**src/rtl/axi3_gp_slave_regs.sv**
```systemverilog
// AXI3 slave register bank for the Zynq PS GP master port.
// Independent write/read FSMs, byte strobes, per-beat SLVERR, flat register export.
module axi3_gp_slave_regs #(
  parameter int unsigned       ADDR_W    = 32,
  parameter int unsigned       DATA_W    = 32,
  parameter int unsigned       ID_W      = 12,
  parameter int unsigned       N_REGS    = 16,
  parameter logic [ADDR_W-1:0] BASE_ADDR = 'h4000_0000
) (
  input  logic                     aclk,
  input  logic                     aresetn,
  input  logic [ID_W-1:0]          awid,
  input  logic [ADDR_W-1:0]        awaddr,
  input  logic [3:0]               awlen,
  input  logic [2:0]               awsize,
  input  logic [1:0]               awburst,
  input  logic [1:0]               awlock,
  input  logic [3:0]               awcache,
  input  logic [2:0]               awprot,
  input  logic [3:0]               awqos,
  input  logic                     awvalid,
  output logic                     awready,
  input  logic [ID_W-1:0]          wid,
  input  logic [DATA_W-1:0]        wdata,
  input  logic [DATA_W/8-1:0]      wstrb,
  input  logic                     wlast,
  input  logic                     wvalid,
  output logic                     wready,
  output logic [ID_W-1:0]          bid,
  output logic [1:0]               bresp,
  output logic                     bvalid,
  input  logic                     bready,
  input  logic [ID_W-1:0]          arid,
  input  logic [ADDR_W-1:0]        araddr,
  input  logic [3:0]               arlen,
  input  logic [2:0]               arsize,
  input  logic [1:0]               arburst,
  input  logic [1:0]               arlock,
  input  logic [3:0]               arcache,
  input  logic [2:0]               arprot,
  input  logic [3:0]               arqos,
  input  logic                     arvalid,
  output logic                     arready,
  output logic [ID_W-1:0]          rid,
  output logic [DATA_W-1:0]        rdata,
  output logic [1:0]               rresp,
  output logic                     rlast,
  output logic                     rvalid,
  input  logic                     rready,
  output logic [N_REGS*DATA_W-1:0] regs_q
);

  localparam int unsigned       STRB_W = DATA_W / 8;
  localparam int unsigned       LSB    = $clog2(STRB_W);
  localparam int unsigned       IDX_W  = $clog2(N_REGS);
  localparam logic [ADDR_W-1:0] SPAN   = ADDR_W'(N_REGS * STRB_W);

  typedef enum logic [1:0] {StWIdle, StWData, StWResp} w_state_e;
  typedef enum logic       {StRIdle, StRData}          r_state_e;

  // WRAP, reserved bursts and oversize beats poison the whole burst.
  function automatic logic req_bad(input logic [2:0] size, input logic [1:0] burst);
    return (size > 3'(LSB)) || burst[1];
  endfunction

  function automatic logic in_range(input logic [ADDR_W-1:0] addr);
    return (addr - BASE_ADDR) < SPAN;
  endfunction

  function automatic logic [IDX_W-1:0] reg_idx(input logic [ADDR_W-1:0] addr);
    return IDX_W'((addr - BASE_ADDR) >> LSB);
  endfunction

  function automatic logic [ADDR_W-1:0] next_addr(input logic [ADDR_W-1:0] addr,
                                                  input logic [2:0] size,
                                                  input logic [1:0] burst);
    return (burst == 2'b01) ? addr + (ADDR_W'(1) << size) : addr;
  endfunction

  logic unused_ok;
  assign unused_ok = ^{awlock, awcache, awprot, awqos, arlock, arcache, arprot, arqos, wid};

  // ---------------- write channel ----------------
  w_state_e          w_state_q;
  logic [ID_W-1:0]   w_id_q, bid_q;
  logic [ADDR_W-1:0] w_addr_q;
  logic [3:0]        w_len_q, w_beat_q;
  logic [2:0]        w_size_q;
  logic [1:0]        w_burst_q, bresp_q;
  logic              w_bad_q, w_err_q, awready_q, wready_q, bvalid_q;
  logic              w_hs, w_final, w_ok, w_beat_err;
  logic [IDX_W-1:0]  w_idx;

  assign w_hs       = wvalid & wready_q;
  assign w_final    = (w_beat_q == w_len_q);
  assign w_ok       = !w_bad_q && in_range(w_addr_q);
  assign w_beat_err = !w_ok || (wlast != w_final);
  assign w_idx      = reg_idx(w_addr_q);

  always_ff @(posedge aclk or negedge aresetn) begin
    if (!aresetn) begin
      w_state_q <= StWIdle;
      w_id_q    <= '0;
      w_addr_q  <= '0;
      w_len_q   <= '0;
      w_beat_q  <= '0;
      w_size_q  <= '0;
      w_burst_q <= '0;
      w_bad_q   <= 1'b0;
      w_err_q   <= 1'b0;
      awready_q <= 1'b0;
      wready_q  <= 1'b0;
      bvalid_q  <= 1'b0;
      bid_q     <= '0;
      bresp_q   <= '0;
    end else begin
      unique case (w_state_q)
        StWIdle: begin
          if (awvalid && awready_q) begin
            awready_q <= 1'b0;
            wready_q  <= 1'b1;
            w_id_q    <= awid;
            w_addr_q  <= awaddr;
            w_len_q   <= awlen;
            w_size_q  <= awsize;
            w_burst_q <= awburst;
            w_bad_q   <= req_bad(awsize, awburst);
            w_err_q   <= req_bad(awsize, awburst);
            w_beat_q  <= '0;
            w_state_q <= StWData;
          end else begin
            awready_q <= 1'b1;
          end
        end
        StWData: begin
          if (w_hs) begin
            w_beat_q <= w_beat_q + 4'd1;
            w_addr_q <= next_addr(w_addr_q, w_size_q, w_burst_q);
            // The beat count, not wlast, terminates the burst.
            if (w_final) begin
              wready_q  <= 1'b0;
              bvalid_q  <= 1'b1;
              bid_q     <= w_id_q;
              bresp_q   <= (w_err_q || w_beat_err) ? 2'b10 : 2'b00;
              w_state_q <= StWResp;
            end else begin
              w_err_q <= w_err_q | w_beat_err;
            end
          end
        end
        StWResp: begin
          if (bready) begin
            bvalid_q  <= 1'b0;
            awready_q <= 1'b1;
            w_state_q <= StWIdle;
          end
        end
        default: w_state_q <= StWIdle;
      endcase
    end
  end

  logic [DATA_W-1:0] reg_file_q [N_REGS];

  always_ff @(posedge aclk or negedge aresetn) begin
    if (!aresetn) begin
      for (int unsigned i = 0; i < N_REGS; i++) reg_file_q[i] <= '0;
    end else if (w_hs && w_ok) begin
      for (int unsigned k = 0; k < STRB_W; k++) begin
        if (wstrb[k]) reg_file_q[w_idx][8*k +: 8] <= wdata[8*k +: 8];
      end
    end
  end

  for (genvar g = 0; g < N_REGS; g++) begin : g_export
    assign regs_q[g*DATA_W +: DATA_W] = reg_file_q[g];
  end

  // ---------------- read channel ----------------
  r_state_e          r_state_q;
  logic [ID_W-1:0]   rid_q;
  logic [ADDR_W-1:0] r_addr_q, r_nxt_addr;
  logic [3:0]        r_len_q, r_beat_q;
  logic [2:0]        r_size_q;
  logic [1:0]        r_burst_q, rresp_q;
  logic              r_bad_q, arready_q, rvalid_q, rlast_q, r_nxt_bad, r_nxt_ok;
  logic [DATA_W-1:0] rdata_q, r_nxt_data;

  // Data for the beat about to be presented; sampled before any same-edge write.
  always_comb begin
    if (r_state_q == StRIdle) begin
      r_nxt_addr = araddr;
      r_nxt_bad  = req_bad(arsize, arburst);
    end else begin
      r_nxt_addr = next_addr(r_addr_q, r_size_q, r_burst_q);
      r_nxt_bad  = r_bad_q;
    end
    r_nxt_ok   = !r_nxt_bad && in_range(r_nxt_addr);
    r_nxt_data = r_nxt_ok ? reg_file_q[reg_idx(r_nxt_addr)] : '0;
  end

  always_ff @(posedge aclk or negedge aresetn) begin
    if (!aresetn) begin
      r_state_q <= StRIdle;
      r_addr_q  <= '0;
      r_len_q   <= '0;
      r_beat_q  <= '0;
      r_size_q  <= '0;
      r_burst_q <= '0;
      r_bad_q   <= 1'b0;
      arready_q <= 1'b0;
      rvalid_q  <= 1'b0;
      rlast_q   <= 1'b0;
      rid_q     <= '0;
      rdata_q   <= '0;
      rresp_q   <= '0;
    end else begin
      unique case (r_state_q)
        StRIdle: begin
          if (arvalid && arready_q) begin
            arready_q <= 1'b0;
            rvalid_q  <= 1'b1;
            rid_q     <= arid;
            r_addr_q  <= araddr;
            r_len_q   <= arlen;
            r_size_q  <= arsize;
            r_burst_q <= arburst;
            r_bad_q   <= r_nxt_bad;
            r_beat_q  <= '0;
            rdata_q   <= r_nxt_data;
            rresp_q   <= r_nxt_ok ? 2'b00 : 2'b10;
            rlast_q   <= (arlen == 4'd0);
            r_state_q <= StRData;
          end else begin
            arready_q <= 1'b1;
          end
        end
        StRData: begin
          if (rready) begin
            if (r_beat_q == r_len_q) begin
              rvalid_q  <= 1'b0;
              rlast_q   <= 1'b0;
              arready_q <= 1'b1;
              r_state_q <= StRIdle;
            end else begin
              r_beat_q <= r_beat_q + 4'd1;
              r_addr_q <= r_nxt_addr;
              rdata_q  <= r_nxt_data;
              rresp_q  <= r_nxt_ok ? 2'b00 : 2'b10;
              rlast_q  <= ((r_beat_q + 4'd1) == r_len_q);
            end
          end
        end
        default: r_state_q <= StRIdle;
      endcase
    end
  end

  assign awready = awready_q;
  assign wready  = wready_q;
  assign bvalid  = bvalid_q;
  assign bid     = bid_q;
  assign bresp   = bresp_q;
  assign arready = arready_q;
  assign rvalid  = rvalid_q;
  assign rid     = rid_q;
  assign rdata   = rdata_q;
  assign rresp   = rresp_q;
  assign rlast   = rlast_q;

endmodule

```
**config.mk**
```make
export PLATFORM = sky130hd
export DESIGN_NAME = axi3_gp_slave_regs
export DESIGN_NICKNAME = d
export VERILOG_FILES = /design/src/rtl/axi3_gp_slave_regs.sv
export SDC_FILE = /design/constraint.sdc
export NUM_CORES = 1
export LEC_CHECK = 0
export CAP_MARGIN = 15
export CORE_UTILIZATION = 30
export DETAILED_ROUTE_END_ITERATION = 16
export SYNTH_ARGS = -nofsm -noshare
export SYNTH_HDL_FRONTEND = slang
export SYNTH_SLANG_ARGS = --single-unit
```
**constraint.sdc**
```tcl
create_clock -name aclk -period 4.67 [get_ports aclk]
set_input_delay 0.934 -clock aclk [delete_from_list [all_inputs] [get_ports aclk]]
set_output_delay 0.934 -clock aclk [all_outputs]
set_load 0.02 [all_outputs]
```
==> results of run 1 <==
-- registers in the layout, indices dropped and copies added (netlist names), 2 cells and up --
| signal | cells |
|---|---|
| bid | 12 |
| w_state_q | 2 |
| r_addr_q | 32 |
| w_beat_q | 4 |
| w_burst_q | 2 |
| w_addr_q | 32 |
| rid | 12 |
| w_len_q | 4 |
| w_id_q | 12 |
| r_size_q | 3 |
| regs_q | 512 |
| r_len_q | 4 |
| r_burst_q | 2 |
| rdata | 32 |
| r_beat_q | 4 |
| w_size_q | 3 |
-- cells by family (layout without fill, tap and decap cells) --
group,Yosys count,count (layout),synth area share [%]
compound gates,536,536,11.5
xor+xnor,37,37,0.976
fa+ha+maj,20,20,0.799
buf+inv,233,984,2.87
flops,684,684,51.5
mux,661,661,21.9
other cells,1,7,0.0113
simple gates,675,675,10.3
-- cells in the final DEF, fill, tap and decap left out, types with 14 or more instances in the layout --
cell and count:
mux2_2 530, nor2_1 75, inv_1 25, buf_12 24, o22ai_1 22, o21ai_0 52, a211oi_1 266, buf_4 57
nor3_1 27, clkbuf_8 14, a22o_1 34, clkbuf_1 21, or4_1 38, ha_1 18, clkbuf_16 87, nand2_1 261
xnor2_1 18, dfrtp_1 683, and3_1 145, clkdlybuf4s50_1 724, nand4_1 19, xor2_1 19, mux2i_1 131, a21oi_1 67
nand3_1 26
-- area by class of cell --
cell class              instances  area [um^2]
diodes                          5         12.5
clock buffers                 122         2450
clock inverters                30          398
fillers                     10500        64000
inverters                      25         93.8
multi-input cells            1931        15200
flip-flops and latches        684        17100
well taps                    1476         1850
repair buffers                807         8190
-- how the worst min path moves through the flow --
| stage | startpoint | to | slack, ps | cells past startpoint |
|---|---|---|---|---|
| floorplan | w_burst_q[1] | w_burst_q[1] | 440 | 2 |
| global placement | w_burst_q[1] | w_burst_q[1] | 450 | 2 |
| detailed placement | w_id_q[5] | w_id_q[5] | 460 | 2 |
| CTS | aresetn | rdata[27] | 280 | 1 |
| global route | aresetn | regs_q[446] | 320 | 1 |
| finish | aresetn | rdata[27] | 290 | 1 |
-- through the flow --
stage | cell area, um^2 | total power [uW] | setup slack, ps | hold slack (ps)
finish | 45300 | 22700 | 337 | 291
CTS | 45300 | 22900 | 407 | 284
floorplan | 33200 | 12400 | 1060 | 437
global placement | 42500 | 15900 | 466 | 450
detailed placement | 42500 | 16000 | 458 | 457
global route | 45300 | 23800 | 97.4 | 324
-- power groups by stage --
stage,sequential (uW),combinational [uW],clock [uW]
floorplan,7110,5320,0
global placement,7210,8720,0
detailed placement,7240,8790,0
CTS,7130,8820,6900
global route,7230,9470,7130
finish,7150,8830,6760
-- routing by layer --
layer,vias up,routed length (um),GRT usage [%]
met5,-,34,0
met4,6,6220,10.6
met3,233,10400,6.51
met2,969,65500,39.3
met1,14100,59000,31.2
li1,12000,-,-
-- Yosys cell counts (19+ instances only) --
cell type / instances
nor3_1: 32
mux2_2: 530
xor2_1: 19
a211oi_1: 266
mux2i_1: 131
nor2_1: 75
a22o_1: 34
nand4_1: 19
a21oi_1: 68
clkbuf_1: 163
dfrtp_1: 684
o21ai_0: 52
buf_2: 24
nand2_1: 264
o22ai_1: 23
or4_1: 38
and3_1: 145
inv_1: 25
nand3_1: 26
-- worst max-delay path, cell delays in order, from the launching register on --
cell and delay (ps):
dfrtp_1 490, or3b_2 500, fa_1 440, nor2b_4 150, o21a_1 130, nor3_1 70
o31ai_4 370, buf_4 790, and3_1 270, a211oi_1 60, a211oi_1 520, or4_1 190
a22o_1 110
==> results by group, run 1 <==
Place
  • Dpl cells: approximately 4900
  • Port Buf Inserts: ~730
  • HPWL after DPL: 101000 um
  • GPL Wtd Cong: around 0.93

Detailed routing
  • Vias per cell: about 5.4
  • Drt total wl: approximately 140000 um
  • Post-DRT Antenna Nets: 0
  • Drt wl/cell: approximately 28 um
  • DR iter-0 viols: between 1500 and 2000
  • Drt drc: 0
  • Drt pass-1 iters: 5
  • Via count: approximately 27000

Pwr
  • Psw: about 9000 uW
  • Power share of the clock group: a little under 30%
  • Switching power share of the total: approximately two fifths
  • Cell Int Power: 13700 uW
  • Power Density: around 500 mW/mm^2
  • Combinational power share: 38.8%
  • Leak: around 0.021 uW
  • Sequential share of power: about a third
  • Worst VDD drop: about 530 uV

Clocking
  • Worst-Skew Late Latency: around 650 ps
  • TritonCTS clock tree: yes
  • Cts bufs inserted: 84
  • Post-cts sizing count: 0
  • Clock transition at the registers of the reported paths: ~60 ps
  • CTS sink count: roughly 700
  • Clock buffer depth: 3
  • Clock Root Buffer: clkbuf_16
  • CTS Hold Bufs: 0
  • Post-CTS Setup Inserts: 0
  • H-tree depth: 3

Floorplan
  • Core Rows: ~120
  • Die area: approximately 0.11 mm^2
  • IO Pins: roughly 770
  • Initial Util: between 30% and 40%
  • Chip width: 335 um
  • Core area: 0.109 mm^2
  • Die Height: about 330 um

Timing
  • Crit share post-route: 92.8%
  • Final setup violating endpoints: 0
  • Fin Clk Skew: between 20 and 25 ps
  • Post-Route Setup TNS: 0 ps
  • Least-Margin Pin Slew: between 1000 and 1500 ps
  • Max_slew headroom: 18.6%
  • Final Critical Period: about 4300 ps
  • Slew Limit Fails: 0
  • FMAX: between 0.2 and 0.25 GHz
  • Final Hold Vio Count: 0
  • RSZ-0062 raised after global routing: false

Cells and area
  • Final Util: roughly 41%
  • Final #Nets: 3741
  • Layout Cells excl Fill: roughly 5100
  • Fraction of layout instances using a drive strength above 1: 21.6%
  • P&R area growth vs syn: 36.5%

Worst setup path
  • CP startpoint kind: flip-flop
  • Crit. End Element: flip-flop
  • Worst EP required: between 5000 and 6000 ps
  • Crit path max fanout: a little under 80
  • Critical path arrival: 4900 ps
  • Crit Path Class: flip-flop to flip-flop
  • Crit path from: r_size_q[0]
  • Worst r2r src: r_size_q[0]
  • R2R depth: 12
  • Critical Path End: rdata[10]
  • Setup slack, reg-to-reg: about 340 ps
  • R2R Path End: rdata[10]

GRT
  • GRT Total Usage: around a quarter
  • Grt ovf: 0
  • Vias in the first global route: 27500
  • Pin count of the biggest net entering global routing: 105
  • Global-route wire length before repair: between 200000 and 250000 um
  • Initial antenna violation count: 6

Synthesis
  • Sequential share of the synthesized area: 51.5%
  • Synthesized area: between 0.03 and 0.04 mm^2
  • Asr flop ratio synth: 100%
  • Synth top area share: roughly half
  • Largest cells by area after synthesis: dfrtp_1, mux2_2, a211oi_1, mux2i_1, nand2_1
  • Synthesized instance count: around 2800
  • Synth Area per Inst: between 10 and 15 um^2
  • Synth unique cells: 77
  • Post-synth EDFFs: 0
  • Number of synthesized register bits: 684
  • Synth area leader: dfrtp_1
  • Ys flop type: dfrtp_1
  • Ys Warns: 0

Hold path
  • Hold Crit Class: primary input to async pin

Run
  • Max-cap violations: 0

Status
  • Status: finished, final reports clean
Note: power is estimated with default switching activity, not from simulation.
==> run 2, diff against run 1 <==
--- a/config.mk
+++ b/config.mk
@@ -7,7 +7,9 @@
 export LEC_CHECK = 0
 export CAP_MARGIN = 15
 export CORE_UTILIZATION = 30
+export CTS_CLUSTER_DIAMETER = 100
 export DETAILED_ROUTE_END_ITERATION = 16
+export REMOVE_ABC_BUFFERS = 1
 export SYNTH_ARGS = -nofsm -noshare
 export SYNTH_HDL_FRONTEND = slang
 export SYNTH_SLANG_ARGS = --single-unit
==> results by group, run 2 (same netlist as run 1, synthesis figures left out) <==
Status
  • Status: finished, final reports clean

Worst setup path
  • R2R depth: 13
  • Setup slack, reg-to-reg: about 450 ps
  • Worst EP required: 5260 ps
  • Crit Path Class: flip-flop to flip-flop
  • Crit. End Element: flip-flop
  • CP startpoint kind: flip-flop
  • Crit path max fanout: 18
  • Critical path arrival: 4810 ps
  • R2R Path End: rdata[22]
  • Worst r2r src: r_size_q[2]

Pwr
  • Leak: 0.0209 uW
  • Power Density: 495 mW/mm^2
  • Power after layout: ~22000 uW
  • Worst VDD drop: 501 uV

Floorplan
  • IO Pins: around 770
  • Initial Util: around 30%
  • Die Height: between 300 and 400 um
  • Chip width: 335 um
  • Core area: ~0.11 mm^2
  • Core Rows: about 120
  • Die area: 0.112 mm^2

Detailed routing
  • Drt pass-1 iters: 7
  • Met2 routed WL: between 60000 and 70000 um
  • Via count: about 27000
  • WL met3: 11900 um
  • Drt wl/cell: between 20 and 30 um
  • Max Used Layer: met5
  • DRT met1 WL: about 56000 um
  • DR iter-0 viols: about 1800
  • Drt drc: 0
  • Vias per cell: between 5 and 6
  • Post-DRT Antenna Nets: 0
  • Drt total wl: about 140000 um

Cells and area
  • Fillers: 10500
  • Antenna cells: 0
  • Commonest non-fill, non-tap cell in the layout: clkdlybuf4s50_1
  • Fraction of layout instances using a drive strength above 1: 21.9%
  • Final #Nets: roughly 3800
  • Largest register FFs: about 510
  • Most frequent cells in the layout: clkdlybuf4s50_1, dfrtp_1, mux2_2
  • P&R area growth vs syn: 36.5%

Clocking
  • Worst-Skew Late Latency: 660 ps
  • Clock transition at the registers of the reported paths: approximately 60 ps
  • Cts bufs inserted: 83
  • CTS sink count: approximately 700
  • Post-cts sizing count: 0
  • TritonCTS clock tree: yes
  • Clock buffer depth: 3
  • Post-CTS Setup Inserts: 0
  • Clock Root Buffer: clkbuf_16
  • H-tree depth: 3
  • CTS Hold Bufs: 0

Timing
  • Final Critical Period: 4220 ps
  • Post-layout worst setup margin: around 450 ps
  • FMAX: 0.237 GHz
  • Max_slew headroom: between 20% and 30%
  • Final Hold Vio Count: 0
  • Final setup violating endpoints: 0
  • RSZ-0062 raised after global routing: false
  • Least-Margin Pin Slew: between 1000 and 1500 ps
  • Slew Limit Fails: 0
  • Crit share post-route: between 90 and 100%
  • Fin Clk Skew: 20.7 ps

GRT
  • Grt ovf: 0
  • Vias in the first global route: 27000
  • Initial antenna violation count: 5
  • Pin count of the biggest net entering global routing: between 100 and 150
  • Global-route wire length before repair: 194000 um
  • GRT Total Usage: between 20% and 30%

Hold path
  • Hold Crit Class: primary input to async pin

Place
  • HPWL after DPL: about 96000 um
  • Place WS: between 400 and 500 ps
  • GPL Wtd Cong: 0.925
  • Port Buf Inserts: ~730

Run
  • Max-cap violations: 0
-- run 2: changes by cell type in the layout (fill, tap and decap cells not counted), moves of 3 or more --
| cell | delta |
|---|---|
| buf_4 | +17 |
| clkbuf_1 | -3 |
| clkbuf_16 | -3 |
| clkinvlp_4 | -3 |
| diode_2 | -5 |
| inv_6 | +4 |
| nor3_1 | +4 |
| nor3_2 | -4 |
-- run 2: through the flow --
stage	std cells	area, um^2	util [%]	setup TNS, ps	hold slack (ps)
4_1_cts	5085	45300	41.5	0	308
3_5_place_dp	4938	42500	38.9	0	460
5_1_grt	5085	45300	41.5	0	350
3_3_place_gp	4938	42500	38.9	0	456
6_report	5085	45300	41.5	0	295
2_1_floorplan	2640	32300	-	-310980	437
-- run 2: layout make-up --
| class | instances | area, um^2 | share of cell area (%) |
|---|---|---|---|
| well taps | 1476 | 1850 | 4.08 |
| multi-input cells | 1931 | 15200 | 33.6 |
| repair buffers | 822 | 8280 | 18.3 |
| clock buffers | 117 | 2380 | 5.24 |
| clock inverters | 30 | 390 | 0.861 |
| flip-flops and latches | 684 | 17100 | 37.8 |
| inverters | 25 | 93.8 | 0.207 |
-- run 2: worst max-delay path: stages, from the launching register on --
cell and delay [ps]:
dfrtp_1 450, or3b_2 520, inv_1 70, ha_1 140
a211oi_1 100, nor3_1 510, o21ai_0 350, or3_1 400
xnor2_1 150, a2111oi_1 510, nand4_1 120, and4b_2 410
buf_12 220, a22o_1 160
-- run 2: worst max-delay path by stage --
| stage | start | slack [ps] | endpoint | cells past startpoint |
|---|---|---|---|---|
| floorplan | r_size_q[2] | -9150 | rdata[0] | 11 |
| global placement | r_size_q[2] | 500 | rdata[22] | 13 |
| detailed placement | r_size_q[2] | 480 | rdata[22] | 13 |
| CTS | r_size_q[2] | 460 | rdata[22] | 13 |
| global route | r_size_q[2] | 130 | rdata[22] | 15 |
| finish | r_size_q[2] | 450 | rdata[22] | 13 |
-- run 2: routing by layer --
layer / track usage [%] / vias to the layer above
met3: 7.42 / 213
met5: 0 / -
met1: 29.4 / 13700
li1: - / 12000
met4: 7.88 / 8
met2: 38.7 / 1102
-- run 2: power breakdown --
group	internal, uW	switching [uW]	total (uW)
logic	3080	5550	8630
clock network	3990	2660	6650
registers	6490	655	7150
total	13600	8870	22400
